File: config.mk
export PLATFORM = sky130hd
export DESIGN_NAME = fifo_reader_flat
export DESIGN_NICKNAME = d
export VERILOG_FILES = /design/src/rtl/fifo_reader_if.sv /design/src/rtl/fifo_reader.sv /design/src/flat_wrapper.sv
export SDC_FILE = /design/constraint.sdc
export NUM_CORES = 1
export LEC_CHECK = 0
export CAP_MARGIN = 20
export CORE_MARGIN = 5
export CORE_UTILIZATION = 58
export DETAILED_ROUTE_END_ITERATION = 10
export PLACE_DENSITY = 0.92
export SYNTH_ARGS = -nofsm -noshare
export SYNTH_HDL_FRONTEND = slang
export SYNTH_SLANG_ARGS = --single-unit
File: constraint.sdc
create_clock -name clk -period 13.1 [get_ports clk]
set_input_delay 3.275 -clock clk [delete_from_list [all_inputs] [get_ports clk]]
set_output_delay 3.275 -clock clk [all_outputs]
set_load 0.005 [all_outputs]
File: src/rtl/fifo_reader_if.sv
// Interface bundling the fifo_reader control, FIFO read port and output stream.
// The master modport is the reader itself; the slave modport is its environment.
interface fifo_reader_if #(
  parameter int DATA_W = 8,
  parameter int LEN_W  = 5
);
  logic              start;
  logic [LEN_W-1:0]  len;
  logic              busy;
  logic              done;
  logic              fifo_rd;
  logic              fifo_wr;
  logic              fifo_empty;
  logic [DATA_W-1:0] fifo_dout;
  logic              m_valid;
  logic              m_ready;
  logic [DATA_W-1:0] m_data;

  modport master (
    input  start, len, fifo_wr, fifo_empty, fifo_dout, m_ready,
    output busy, done, fifo_rd, m_valid, m_data
  );

  modport slave (
    output start, len, fifo_wr, fifo_empty, fifo_dout, m_ready,
    input  busy, done, fifo_rd, m_valid, m_data
  );
endinterface

File: src/rtl/fifo_reader.sv
// Read-side controller for the 8-bit, 16-deep synchronous FIFO. Pops a programmed
// number of words, absorbs the FIFO's one-cycle read latency and write-over-read
// priority, and re-presents the words on a valid/ready stream via a 2-entry buffer.
module fifo_reader #(
  parameter int DATA_W = 8,
  parameter int LEN_W  = 5
) (
  input  logic           clk,
  input  logic           rst,   // asynchronous, active-low
  fifo_reader_if.master  bus
);

  typedef enum logic [1:0] {IDLE, RUN, DRAIN} state_e;

  state_e            state_q, state_d;
  logic [LEN_W-1:0]  pop_left_q, pop_left_d;
  logic [LEN_W-1:0]  deliv_left_q, deliv_left_d;
  logic              inflight_q, inflight_d;
  logic              done_q, done_d;
  logic [1:0]        occ_q, occ_d;
  logic [DATA_W-1:0] buf0_q, buf0_d;   // head of the output buffer
  logic [DATA_W-1:0] buf1_q, buf1_d;   // second entry

  logic              hs;
  logic              rd;
  logic              pop_ok;
  logic [2:0]        fill_after;

  // Pop request: only ask when the buffer can still take the word after this cycle's handshake.
  always_comb begin
    // NOTE: combinational blocks use blocking '=' so later lines see the freshly computed value.
    hs         = (occ_q != 2'd0) && bus.m_ready;
    fill_after = {1'b0, occ_q} + 3'(inflight_q) - 3'(hs);
    rd         = (state_q == RUN) && (pop_left_q != '0) && !bus.fifo_empty
                 && (fill_after < 3'd2);
    // A same-cycle FIFO write wins, so the pop is dropped and retried next cycle.
    pop_ok     = rd && !bus.fifo_wr;
  end

  // Next-state, counters and done pulse.
  always_comb begin
    // NOTE: every output of this block gets a default first so no latch is inferred.
    state_d      = state_q;
    pop_left_d   = pop_left_q;
    deliv_left_d = deliv_left_q;
    done_d       = 1'b0;
    inflight_d   = pop_ok;

    if (hs && (deliv_left_q != '0)) begin
      deliv_left_d = deliv_left_q - LEN_W'(1);
    end

    case (state_q)
      IDLE: begin
        if (bus.start) begin
          if (bus.len != '0) begin
            state_d      = RUN;
            pop_left_d   = bus.len;
            deliv_left_d = bus.len;
          end else begin
            done_d = 1'b1;
          end
        end
      end
      RUN: begin
        if (pop_ok) begin
          pop_left_d = pop_left_q - LEN_W'(1);
        end
        if (pop_left_d == '0) begin
          state_d = DRAIN;
        end
      end
      DRAIN: begin
        if (deliv_left_d == '0) begin
          state_d = IDLE;
          done_d  = 1'b1;
        end
      end
      default: state_d = IDLE;
    endcase
  end

  // Output buffer: capture the in-flight word at the tail, shift on handshake.
  always_comb begin
    buf0_d = buf0_q;
    buf1_d = buf1_q;
    occ_d  = occ_q;
    case ({inflight_q, hs})
      2'b11: begin
        // Capture and handshake together: occupancy unchanged, order preserved.
        if (occ_q == 2'd1) begin
          buf0_d = bus.fifo_dout;
        end else begin
          buf0_d = buf1_q;
          buf1_d = bus.fifo_dout;
        end
      end
      2'b01: begin
        buf0_d = buf1_q;
        occ_d  = occ_q - 2'd1;
      end
      2'b10: begin
        if (occ_q == 2'd0) begin
          buf0_d = bus.fifo_dout;
        end else begin
          buf1_d = bus.fifo_dout;
        end
        occ_d = occ_q + 2'd1;
      end
      default: ;
    endcase
  end

  // State and datapath registers.
  always_ff @(posedge clk or negedge rst) begin
    if (!rst) begin
      state_q      <= IDLE;
      pop_left_q   <= '0;
      deliv_left_q <= '0;
      inflight_q   <= 1'b0;
      done_q       <= 1'b0;
      occ_q        <= 2'd0;
      // NOTE: the two buffer entries are reset because m_data must read 0 during reset.
      buf0_q       <= '0;
      buf1_q       <= '0;
    end else begin
      state_q      <= state_d;
      pop_left_q   <= pop_left_d;
      deliv_left_q <= deliv_left_d;
      inflight_q   <= inflight_d;
      done_q       <= done_d;
      occ_q        <= occ_d;
      buf0_q       <= buf0_d;
      buf1_q       <= buf1_d;
    end
  end

  assign bus.fifo_rd = rd;
  assign bus.m_valid = (occ_q != 2'd0);
  assign bus.m_data  = buf0_q;
  assign bus.busy    = (state_q != IDLE);
  assign bus.done    = done_q;

endmodule

File: src/flat_wrapper.sv
// flat-port wrapper written by rule: the top's interface ports become plain ports
module fifo_reader_flat 
#(
  parameter int DATA_W = 8,
  parameter int LEN_W  = 5
)
  (clk, rst, bus_start, bus_len, bus_fifo_wr, bus_fifo_empty, bus_fifo_dout, bus_m_ready, bus_busy, bus_done, bus_fifo_rd, bus_m_valid, bus_m_data);
  fifo_reader_if #(.DATA_W(DATA_W), .LEN_W(LEN_W)) bus_i ();
  input  logic clk;
  input  logic rst;
  input wire logic [$bits(bus_i.start)-1:0] bus_start;
  input wire logic [$bits(bus_i.len)-1:0] bus_len;
  input wire logic [$bits(bus_i.fifo_wr)-1:0] bus_fifo_wr;
  input wire logic [$bits(bus_i.fifo_empty)-1:0] bus_fifo_empty;
  input wire logic [$bits(bus_i.fifo_dout)-1:0] bus_fifo_dout;
  input wire logic [$bits(bus_i.m_ready)-1:0] bus_m_ready;
  output wire logic [$bits(bus_i.busy)-1:0] bus_busy;
  output wire logic [$bits(bus_i.done)-1:0] bus_done;
  output wire logic [$bits(bus_i.fifo_rd)-1:0] bus_fifo_rd;
  output wire logic [$bits(bus_i.m_valid)-1:0] bus_m_valid;
  output wire logic [$bits(bus_i.m_data)-1:0] bus_m_data;
  assign bus_i.start = bus_start;
  assign bus_i.len = bus_len;
  assign bus_i.fifo_wr = bus_fifo_wr;
  assign bus_i.fifo_empty = bus_fifo_empty;
  assign bus_i.fifo_dout = bus_fifo_dout;
  assign bus_i.m_ready = bus_m_ready;
  assign bus_busy = bus_i.busy;
  assign bus_done = bus_i.done;
  assign bus_fifo_rd = bus_i.fifo_rd;
  assign bus_m_valid = bus_i.m_valid;
  assign bus_m_data = bus_i.m_data;
  fifo_reader #(.DATA_W(DATA_W), .LEN_W(LEN_W)) u_core (.clk(clk), .rst(rst), .bus(bus_i));
endmodule
# Word-level counts from Yosys, hierarchy flattened
# Cells that the tools add are included.
# Widths: inputs -> output; s select.
# op_classes
div_mod_pow	0
n_bitwise	0
n_shift	0
magnitude_cmp	1
addsub	6
n_eq_ne	13
reduce_logical	25
n_mul	0
n_mux	25
# op_table
op	n
$mux 5	8
$mux 8	4
$pmux 8 s3	1
$pmux 8 s2	1
$reduce_bool 5->1	3
$logic_not 5->1	2
$pmux 5 s2	1
$reduce_bool 2->1	5
$sub 5x1->5 const B	2
$mux 2	4
$ne 2x2->1 const B	4
$eq 2x1->1 const B	3
$eq 2x2->1 const B	3
$logic_and 1x1->1	6
$ne 2x1->1 const B	3
$pmux 2 s3	1
$reduce_and 3->1	2
$logic_not 2->1	2
$pmux 2 s2	1
$reduce_and 4->1	1
$add 2x1->3	1
$lt 3x2->1 const B	1
$mux 1	3
$reduce_bool 3->1	1
other kinds (6)	7
# word_totals
output_inout_bits	12
input_bits	19
latchBits	0
register_bits	32
mem_bits_ro	0
mem_count	0
ramBits	0

# Longest topological paths before layout
# Gate-level depths: netlist of the first run.
# depth
word_depth	11
depth_mapped	13

# Worst setup path after synthesis of the first run
# No wires, ideal clock.
# synth_timing
kind	input-to-output
from	input bus_m_ready
to	output bus_fifo_rd
cell_stages	10
path_buffers	2
slack_ns	4.295
t_required_ns	9.825
t_arrival_ns	5.530
cell_sequence	and2b_2 > inv_2 > ha_1 > clkbuf_1 > clkbuf_1 > nand2b_1 > fa_1 > nand4bb_4 > or2_2 > nor2_1
# synth_between
elab_chain_len	4
# synth_rtl
element	line	source
from (decl)	flat_wrapper.sv:16	input wire logic [$bits(bus_i.m_ready)-1:0] bus_m_ready;
$logic_and 1x1->1	fifo_reader.sv:32	hs = (occ_q != 2'd0) && bus.m_ready;
$sub 3x1->3	fifo_reader.sv:33	fill_after = {1'b0, occ_q} + 3'(inflight_q) - 3'(hs);
$lt 3x2->1	fifo_reader.sv:35	&& (fill_after < 3'd2);
$logic_and 1x1->1	fifo_reader.sv:35	
to (decl)	flat_wrapper.sv:19	output wire logic [$bits(bus_i.fifo_rd)-1:0] bus_fifo_rd;
# No other way between the ends.

# Final worst setup path of the first run
# Same ends and word-level chain as after synthesis.

==> results of run 1 <==
## cells by family (layout without fill, tap and decap cells)
| family | after synthesis | in the layout | synth area share |
|---|---|---|---|
| buffers and inverters | 19 | 50 | 0.04149 |
| flip-flops | 32 | 32 | 0.3794 |
| AND/OR/NAND/NOR | 72 | 72 | 0.2134 |
| multiplexers | 20 | 20 | 0.1008 |
| XOR/XNOR | 4 | 4 | 0.01660 |
| adder cells (fa/ha/maj) | 7 | 7 | 0.04505 |
| AO/OA/AOI/OAI | 55 | 55 | 0.2033 |
## worst paths after layout
kind,endpoint,slack [ps],startpoint
max in group asynchronous,u_core.inflight_q,9430,rst
setup reg to reg,u_core.state_q[0],9360,u_core.occ_q[1]
hold / removal,u_core.bus.m_data[6],480,u_core.bus.m_data[6]
min in group asynchronous,u_core.buf1_q[6],3380,rst
setup / recovery,bus_fifo_rd,3290,bus_m_ready
hold reg to reg,u_core.bus.m_data[6],480,u_core.bus.m_data[6]
## placed cells by master (no fill, tap or decap), types with 2 or more instances in the layout
master / instances
sky130_fd_sc_hd__nor4_1: 2
sky130_fd_sc_hd__and2_1: 7
sky130_fd_sc_hd__o31ai_1: 9
sky130_fd_sc_hd__and2b_2: 2
sky130_fd_sc_hd__a2111oi_2: 2
sky130_fd_sc_hd__nor2_1: 11
sky130_fd_sc_hd__xnor2_1: 2
sky130_fd_sc_hd__o21ai_0: 9
sky130_fd_sc_hd__nand3_1: 2
sky130_fd_sc_hd__nor3_1: 7
sky130_fd_sc_hd__mux2_2: 10
sky130_fd_sc_hd__or2_2: 4
sky130_fd_sc_hd__nand2b_1: 6
sky130_fd_sc_hd__dfrtp_1: 32
sky130_fd_sc_hd__clkdlybuf4s50_1: 30
sky130_fd_sc_hd__o22a_1: 2
sky130_fd_sc_hd__inv_1: 9
sky130_fd_sc_hd__ha_1: 6
sky130_fd_sc_hd__xor2_1: 2
sky130_fd_sc_hd__a21oi_1: 7
sky130_fd_sc_hd__a221oi_1: 10
sky130_fd_sc_hd__buf_4: 2
sky130_fd_sc_hd__a22o_1: 2
sky130_fd_sc_hd__clkbuf_8: 5
sky130_fd_sc_hd__nand2_1: 18
sky130_fd_sc_hd__o2bb2ai_1: 2
sky130_fd_sc_hd__mux2i_1: 10
## report_power, final
group	switching, W	internal (W)	leakage [nW]
Sequential	0.0000541	0.000144	0.395
Clock	0.0000364	0.0000564	0.0552
Combinational	0.000156	0.000161	0.551
## stage by stage
step,total power [W],hold slack [ps]
global placement,0.0004979,462.4
detailed placement,0.0005096,471.0
global route,0.0006551,525.6
finish,0.0006079,484.5
floorplan,0.0004245,472.6
CTS,0.0006068,486.4
## layer usage
| metal | GRT usage | share of wire | wire [um] | up-vias |
|---|---|---|---|---|
| met5 | 0 | 0 | 0 | - |
| met4 | 0.08511 | 0.025 | 116 | 0 |
| met3 | 0.04892 | 0.055 | 254 | 12 |
| met2 | 0.2900 | 0.48 | 2225 | 68 |
| met1 | 0.2523 | 0.43 | 1995 | 841 |
| li1 | - | - | - | 844 |
## registers in the layout, indices dropped and copies added (netlist names)
signal,cells
u_core.pop_left_q,5
u_core.inflight_q,1
u_core.deliv_left_q,5
u_core.buf1_q,8
u_core.bus.done,1
u_core.occ_q,2
u_core.bus.m_data,8
u_core.state_q,2
## worst register-to-register path, cell delays in order, from the launching register on
cell	delay [ps]
sky130_fd_sc_hd__dfrtp_1	440
sky130_fd_sc_hd__inv_1	100
sky130_fd_sc_hd__ha_1	250
sky130_fd_sc_hd__and2b_2	290
sky130_fd_sc_hd__inv_2	150
sky130_fd_sc_hd__ha_1	470
sky130_fd_sc_hd__nand2b_1	270
sky130_fd_sc_hd__fa_1	530
sky130_fd_sc_hd__nand4bb_4	150
sky130_fd_sc_hd__nor4_4	500
sky130_fd_sc_hd__mux2i_1	360
sky130_fd_sc_hd__a21oi_1	110
## cell type report
type,instances,area (um2)
Tap cell,48,60.06
Timing Repair Buffer,32,315.3
Inverter,10,37.54
Fill cell,251,1062
Clock inverter,2,35.03
Multi-Input combinational cell,158,1222
Clock buffer,6,72.57
Sequential cell,32,800.8
==> flow_results.xml, run 1 <==
<?xml version="1.0" encoding="UTF-8"?>
<metrics>
  <group name="outcome">
    <metric name="status" unit="">finished clean</metric>
  </group>
  <group name="hold_path">
    <metric name="min_path_cells" unit="">2</metric>
    <metric name="worst_hold_path_type" unit="">flop to flop</metric>
  </group>
  <group name="clock_tree">
    <metric name="ctsRootBufferMaster" unit="">sky130_fd_sc_hd__clkbuf_8</metric>
    <metric name="clkSlewWorstSetupHoldPaths" unit="ps">70</metric>
    <metric name="cts-resized-gates" unit="">0</metric>
    <metric name="cts.path.max_buffers" unit="">2</metric>
    <metric name="cts_htree_levels" unit="">2</metric>
    <metric name="cts.sink_count" unit="">32</metric>
    <metric name="postCtsSetupRepairBufs" unit="">0</metric>
    <metric name="cts_inserted_buffers" unit="">5</metric>
    <metric name="hold_buffers" unit="">0</metric>
    <metric name="clk-insertion-delay-late" unit="ps">280</metric>
    <metric name="cts_tree" unit="">yes</metric>
  </group>
  <group name="pwr">
    <metric name="vdd.ir_drop.worst" unit="V">0.0001209</metric>
    <metric name="power.leakage" unit="nW">1.002</metric>
    <metric name="power_density" unit="nW/um2">239.0</metric>
  </group>
  <group name="finish">
    <metric name="final_layout_size_suffix_gt1_frac" unit="">0.1625</metric>
    <metric name="finish.cell_count_without_fillers" unit="">288</metric>
    <metric name="design_area" unit="um2">2544</metric>
    <metric name="finish.net_count" unit="">265</metric>
    <metric name="antennaDiodeCount" unit="">0</metric>
    <metric name="area_growth_syn_to_layout" unit="%">20.51</metric>
    <metric name="final_core_util" unit="">0.7054</metric>
  </group>
  <group name="synthesis">
    <metric name="synth-main-ff-cell" unit="">sky130_fd_sc_hd__dfrtp_1</metric>
    <metric name="yosys.cell_types.count" unit="">55</metric>
    <metric name="synthTopCellsByCount" unit="">32 x sky130_fd_sc_hd__dfrtp_1, 18 x sky130_fd_sc_hd__nand2_1, 11 x sky130_fd_sc_hd__nor2_1</metric>
    <metric name="post_synth_instance_area" unit="um2">2111</metric>
    <metric name="synth_nets" unit="">235</metric>
    <metric name="synthDominantAreaCellType" unit="">sky130_fd_sc_hd__dfrtp_1</metric>
    <metric name="netlist_instances" unit="">209</metric>
    <metric name="synth-edff-count" unit="">0</metric>
    <metric name="synthMostInstantiatedCell" unit="">sky130_fd_sc_hd__dfrtp_1</metric>
    <metric name="synth-seq-cells" unit="">32</metric>
    <metric name="ys_async_sr_fraction" unit="">1.000</metric>
    <metric name="seq_area_frac_synth" unit="">0.3794</metric>
    <metric name="ys.warnings.count" unit="">0</metric>
    <metric name="yosys.area.top_type_share" unit="">0.3794</metric>
    <metric name="post_synth_main_area_contributors" unit="">sky130_fd_sc_hd__dfrtp_1 38%, sky130_fd_sc_hd__mux2_2 5.3%, sky130_fd_sc_hd__mux2i_1 4.7%, sky130_fd_sc_hd__a221oi_1 4.1%, sky130_fd_sc_hd__ha_1 3.6%</metric>
    <metric name="mean_area_per_synthesized_cell" unit="um2">10.10</metric>
  </group>
  <group name="global_route">
    <metric name="global_route.overflow_total" unit="">0</metric>
    <metric name="global_route.usage.total" unit="">0.1901</metric>
    <metric name="pin_count_of_the_biggest_net_entering_global_routing" unit="">33</metric>
    <metric name="first_global_vias" unit="">1634</metric>
    <metric name="antenna_violations_before_repair" unit="">0</metric>
    <metric name="grt_first_pass_wirelength" unit="um">7652</metric>
  </group>
  <group name="detailed_routing">
    <metric name="antenna_violating_nets_post_route" unit="">0</metric>
    <metric name="via_per_inst" unit="">6.128</metric>
    <metric name="drt-wirelength-per-cell" unit="um">15.94</metric>
    <metric name="detail_route.first_pass.iterations" unit="">4</metric>
    <metric name="drtIter0Drc" unit="">182</metric>
    <metric name="vias" unit="">1765</metric>
    <metric name="routed_wl" unit="um">4590</metric>
    <metric name="drc" unit="">0</metric>
  </group>
  <group name="critical_path">
    <metric name="crit_top_cell" unit="">sky130_fd_sc_hd__clkdlybuf4s50_1</metric>
    <metric name="count_of_cells_along_the_worst_register_to_register_path" unit="">11</metric>
    <metric name="critical_path_source_type" unit="">input pin</metric>
    <metric name="max_stage_delay" unit="ps">530</metric>
    <metric name="critPathRequiredTime" unit="ps">9820</metric>
    <metric name="critical_path_arrival" unit="ps">6530</metric>
    <metric name="worst_setup_path_end_kind" unit="">output pin</metric>
    <metric name="crit_cells" unit="">10</metric>
    <metric name="worst_path_max_delay_cell" unit="">sky130_fd_sc_hd__ha_1</metric>
    <metric name="worst-path-buf-inv" unit="">3</metric>
    <metric name="crit_path_cell_trace" unit="">clkdlybuf4s50_1, and2b_2, inv_2, ha_1, nand2b_1, fa_1, nand4bb_4, or2_2, nor2_1, clkdlybuf4s50_1</metric>
    <metric name="worstSetupPathType" unit="">input pin to output pin</metric>
    <metric name="path_delay_family" unit="">buffers and inverters</metric>
    <metric name="worst-path-max-fanout" unit="">21</metric>
  </group>
  <group name="floorplanning">
    <metric name="core_area" unit="um2">3606</metric>
    <metric name="floorplan.die.height" unit="um">70.33</metric>
    <metric name="design.die.area" unit="um2">4946</metric>
    <metric name="initial_utilization" unit="">0.5854</metric>
    <metric name="die-width" unit="um">70.33</metric>
    <metric name="placementRows" unit="">22</metric>
    <metric name="io_pins" unit="">31</metric>
  </group>
  <group name="job">
    <metric name="drv_cap" unit="">0</metric>
  </group>
  <group name="sta">
    <metric name="rsz_0062_raised_after_global_routing" unit="">no</metric>
    <metric name="period_needed" unit="ps">9806</metric>
    <metric name="final-setup-viol-count" unit="">0</metric>
    <metric name="period_utilization_post_route" unit="">0.7486</metric>
    <metric name="clock.fmax" unit="MHz">102.0</metric>
    <metric name="max_slew_violations" unit="">0</metric>
    <metric name="slew-limit-headroom" unit="">0.5517</metric>
    <metric name="timing_worst_slew_pin_value" unit="ps">669.9</metric>
    <metric name="fin_skew" unit="ps">4.398</metric>
    <metric name="setup_slack" unit="ps">3294</metric>
    <metric name="setup_tns" unit="ps">0</metric>
    <metric name="final-hold-violation-count" unit="">0</metric>
  </group>
  <group name="placed_design">
    <metric name="area_after_detailed_placement" unit="um2">2429</metric>
    <metric name="numPortBuffers" unit="">30</metric>
    <metric name="place_congestion" unit="">0.8147</metric>
    <metric name="number_of_placed_instances_taps_included" unit="">279</metric>
    <metric name="dpl.hpwl" unit="um">3257</metric>
    <metric name="preCtsSetupSlack" unit="ps">3288</metric>
  </group>
</metrics>
Power figures use the tool's default switching activity.
==> run 2: changes to the inputs <==
--- a/config.mk
+++ b/config.mk
@@ -7,9 +7,9 @@
 export LEC_CHECK = 0
 export CAP_MARGIN = 20
 export CORE_MARGIN = 5
-export CORE_UTILIZATION = 58
+export CORE_UTILIZATION = 54
 export DETAILED_ROUTE_END_ITERATION = 10
-export PLACE_DENSITY = 0.92
+export PLACE_DENSITY = 0.87
 export SYNTH_ARGS = -nofsm -noshare
 export SYNTH_HDL_FRONTEND = slang
 export SYNTH_SLANG_ARGS = --single-unit
==> constraint.sdc (replaced) <==
create_clock -name clk -period 9.6 [get_ports clk]
set_input_delay 2.4 -clock clk [delete_from_list [all_inputs] [get_ports clk]]
set_output_delay 2.4 -clock clk [all_outputs]
set_load 0.005 [all_outputs]
==> run 2 against run 1 <==
  * Setup slack lost 1800 ps
  * Sequential share of layout area is 0.38 points higher
  * Register-to-register slack got worse by 3400 ps
  * Critical path depth is the same
  * Via count is 4.9% lower
  * Sequential power up 35%
  * Combinational power grew 35%
  * Non-clock buffer count is the same
  * First-iteration DRC count is 48% lower
  * Worst hold slack worse by 4.5 ps
  * Final area decreased by 1.2%
  * Critical path type unchanged
  * Critical endpoint unchanged
  * Largest power group unchanged
  * Highest routed layer unchanged
==> flow_results.xml, run 2 (synthesis gave the netlist of run 1 again) <==
<?xml version="1.0" encoding="UTF-8"?>
<metrics>
  <group name="detailed_routing">
    <metric name="drtIter0Drc" unit="">95</metric>
    <metric name="antenna_violating_nets_post_route" unit="">0</metric>
    <metric name="via_per_inst" unit="">5.847</metric>
    <metric name="vias" unit="">1678</metric>
    <metric name="detail_route.first_pass.iterations" unit="">4</metric>
    <metric name="drc" unit="">0</metric>
    <metric name="routed_wl" unit="um">4440</metric>
    <metric name="drt-wirelength-per-cell" unit="um">15.47</metric>
  </group>
  <group name="clock_tree">
    <metric name="clkSlewWorstSetupHoldPaths" unit="ps">60</metric>
    <metric name="cts_tree" unit="">yes</metric>
    <metric name="hold_buffers" unit="">0</metric>
    <metric name="cts_htree_levels" unit="">2</metric>
    <metric name="postCtsSetupRepairBufs" unit="">0</metric>
    <metric name="cts.sink_count" unit="">32</metric>
    <metric name="cts.path.max_buffers" unit="">2</metric>
    <metric name="cts_inserted_buffers" unit="">5</metric>
    <metric name="ctsRootBufferMaster" unit="">sky130_fd_sc_hd__clkbuf_8</metric>
    <metric name="cts-resized-gates" unit="">0</metric>
    <metric name="clk-insertion-delay-late" unit="ps">280</metric>
  </group>
  <group name="critical_path">
    <metric name="worst-path-buf-inv" unit="">3</metric>
    <metric name="launch_instance_of_the_worst_register_to_register_path" unit="">u_core.occ_q[1]</metric>
    <metric name="worst_path_max_delay_cell" unit="">sky130_fd_sc_hd__fa_1</metric>
    <metric name="critical_path_source_type" unit="">input pin</metric>
    <metric name="count_of_cells_along_the_worst_register_to_register_path" unit="">11</metric>
    <metric name="setup.worst_path.start" unit="">bus_m_ready</metric>
    <metric name="critical_path_arrival" unit="ps">5680</metric>
    <metric name="worst_setup_path_end_kind" unit="">output pin</metric>
    <metric name="r2r_path_end" unit="">u_core.state_q[1]</metric>
    <metric name="crit_top_cell" unit="">sky130_fd_sc_hd__clkdlybuf4s50_1</metric>
    <metric name="worstSetupPathType" unit="">input pin to output pin</metric>
    <metric name="crit_cells" unit="">10</metric>
    <metric name="max_stage_delay" unit="ps">530</metric>
    <metric name="crit_path_cell_trace" unit="">clkdlybuf4s50_1, and2b_2, inv_2, ha_1, nand2b_1, fa_1, nand4bb_4, or2_2, nor2_1, clkdlybuf4s50_1</metric>
    <metric name="critPathRequiredTime" unit="ps">7200</metric>
    <metric name="path_delay_family" unit="">buffers and inverters</metric>
    <metric name="worst-path-max-fanout" unit="">21</metric>
    <metric name="setup_slack_of_the_most_critical_reg_to_reg_path" unit="ps">5930</metric>
    <metric name="critPathCapture" unit="">bus_fifo_rd</metric>
  </group>
  <group name="floorplanning">
    <metric name="core_area" unit="um2">3716</metric>
    <metric name="io_pins" unit="">31</metric>
    <metric name="die-width" unit="um">72.52</metric>
    <metric name="floorplan.die.height" unit="um">72.52</metric>
    <metric name="placementRows" unit="">22</metric>
    <metric name="initial_utilization" unit="">0.5680</metric>
    <metric name="design.die.area" unit="um2">5259</metric>
  </group>
  <group name="sta">
    <metric name="max_slew_violations" unit="">0</metric>
    <metric name="setup_tns" unit="ps">0</metric>
    <metric name="timing_worst_slew_pin_value" unit="ps">635.3</metric>
    <metric name="slew-limit-headroom" unit="">0.5749</metric>
    <metric name="final-setup-viol-count" unit="">0</metric>
    <metric name="hold-worst-slack" unit="ps">480.0</metric>
    <metric name="clock.fmax" unit="MHz">123.8</metric>
    <metric name="rsz_0062_raised_after_global_routing" unit="">no</metric>
    <metric name="fin_skew" unit="ps">4.740</metric>
    <metric name="period_utilization_post_route" unit="">0.8415</metric>
    <metric name="final-hold-violation-count" unit="">0</metric>
    <metric name="period_needed" unit="ps">8079</metric>
  </group>
  <group name="job">
    <metric name="drv_cap" unit="">0</metric>
  </group>
  <group name="pwr">
    <metric name="p_total" unit="W">0.0007928</metric>
    <metric name="power_density" unit="nW/um2">315.4</metric>
    <metric name="power.leakage" unit="nW">0.9878</metric>
    <metric name="vdd.ir_drop.worst" unit="V">0.0001447</metric>
  </group>
  <group name="finish">
    <metric name="area_growth_syn_to_layout" unit="%">19.09</metric>
    <metric name="finish.cell_count_without_fillers" unit="">287</metric>
    <metric name="layout_common_cells" unit="">32 x sky130_fd_sc_hd__dfrtp_1, 30 x sky130_fd_sc_hd__clkdlybuf4s50_1, 18 x sky130_fd_sc_hd__nand2_1, 11 x sky130_fd_sc_hd__nor2_1</metric>
    <metric name="final_layout_size_suffix_gt1_frac" unit="">0.1590</metric>
    <metric name="final_core_util" unit="">0.6764</metric>
    <metric name="most_frequent_standard_cell_in_the_layout_excluding_fill_and_tap_cells" unit="">sky130_fd_sc_hd__dfrtp_1</metric>
    <metric name="finish.net_count" unit="">265</metric>
    <metric name="antennaDiodeCount" unit="">0</metric>
  </group>
  <group name="placed_design">
    <metric name="dpl.hpwl" unit="um">3280</metric>
    <metric name="place_congestion" unit="">0.8207</metric>
    <metric name="number_of_placed_instances_taps_included" unit="">279</metric>
    <metric name="numPortBuffers" unit="">30</metric>
  </group>
  <group name="global_route">
    <metric name="global_route.usage.total" unit="">0.1841</metric>
    <metric name="global_route.overflow_total" unit="">0</metric>
    <metric name="antenna_violations_before_repair" unit="">0</metric>
    <metric name="grt_first_pass_wirelength" unit="um">7458</metric>
    <metric name="first_global_vias" unit="">1549</metric>
    <metric name="pin_count_of_the_biggest_net_entering_global_routing" unit="">33</metric>
  </group>
  <group name="hold_path">
    <metric name="worst_hold_path_type" unit="">flop to flop</metric>
  </group>
  <group name="outcome">
    <metric name="status" unit="">finished clean</metric>
  </group>
</metrics>
[run 2: layout make-up]
class | instances | area (um2)
Timing Repair Buffer | 32 | 315.3
Fill cell | 304 | 1202
Inverter | 10 | 37.54
Multi-Input combinational cell | 158 | 1222
Tap cell | 48 | 60.06
Sequential cell | 32 | 800.8
Clock inverter | 1 | 5.005
Clock buffer | 6 | 72.57
[run 2: worst min-delay path by stage]
| stage | from | endpoint | slack, ps | cells after the start |
|---|---|---|---|---|
| after detailed placement | u_core.bus.m_data[3] | u_core.bus.m_data[3] | 470 | 2 |
| final | u_core.bus.m_data[3] | u_core.bus.m_data[3] | 480 | 2 |
| after floorplan | u_core.bus.m_data[0] | u_core.bus.m_data[0] | 470 | 2 |
| after CTS | u_core.bus.m_data[3] | u_core.bus.m_data[3] | 490 | 2 |
| after global placement | u_core.bus.m_data[2] | u_core.bus.m_data[2] | 470 | 2 |
| after global routing | u_core.bus.m_data[3] | u_core.bus.m_data[3] | 530 | 2 |
[run 2: worst reg2reg max path: stages (launching register included)]
cell                        delay, ps
sky130_fd_sc_hd__dfrtp_1          430
sky130_fd_sc_hd__inv_1            100
sky130_fd_sc_hd__ha_1             260
sky130_fd_sc_hd__and2b_2          290
sky130_fd_sc_hd__inv_2            150
sky130_fd_sc_hd__ha_1             460
sky130_fd_sc_hd__nand2b_1         260
sky130_fd_sc_hd__fa_1             530
sky130_fd_sc_hd__nand4bb_4        150
sky130_fd_sc_hd__or2_2            350
sky130_fd_sc_hd__o311a_2          390
sky130_fd_sc_hd__a22o_1           190
[run 2: through the flow]
stage          cell area, um2  setup slack, ps
6_report                 2514             1521
5_1_grt                  2514             1392
4_1_cts                  2506             1526
3_5_place_dp             2429             1541
3_3_place_gp             2429             1620
2_1_floorplan            2111             2545
[run 2: per-layer routing]
layer  GRT usage  vias to the layer above  part of all wire
met5           0                        -                 0
met4     0.07582                        0             0.015
met3     0.04571                        5             0.030
met2      0.2745                       23              0.49
met1      0.2546                      806              0.46
li1            -                      844                 -
[run 2: power breakdown]
| group | internal (W) | switching, W |
|---|---|---|
| combinational | 0.000219 | 0.000209 |
| clock | 0.0000492 | 0.0000468 |
| sequential | 0.000197 | 0.0000717 |
| total | 0.000466 | 0.000327 |
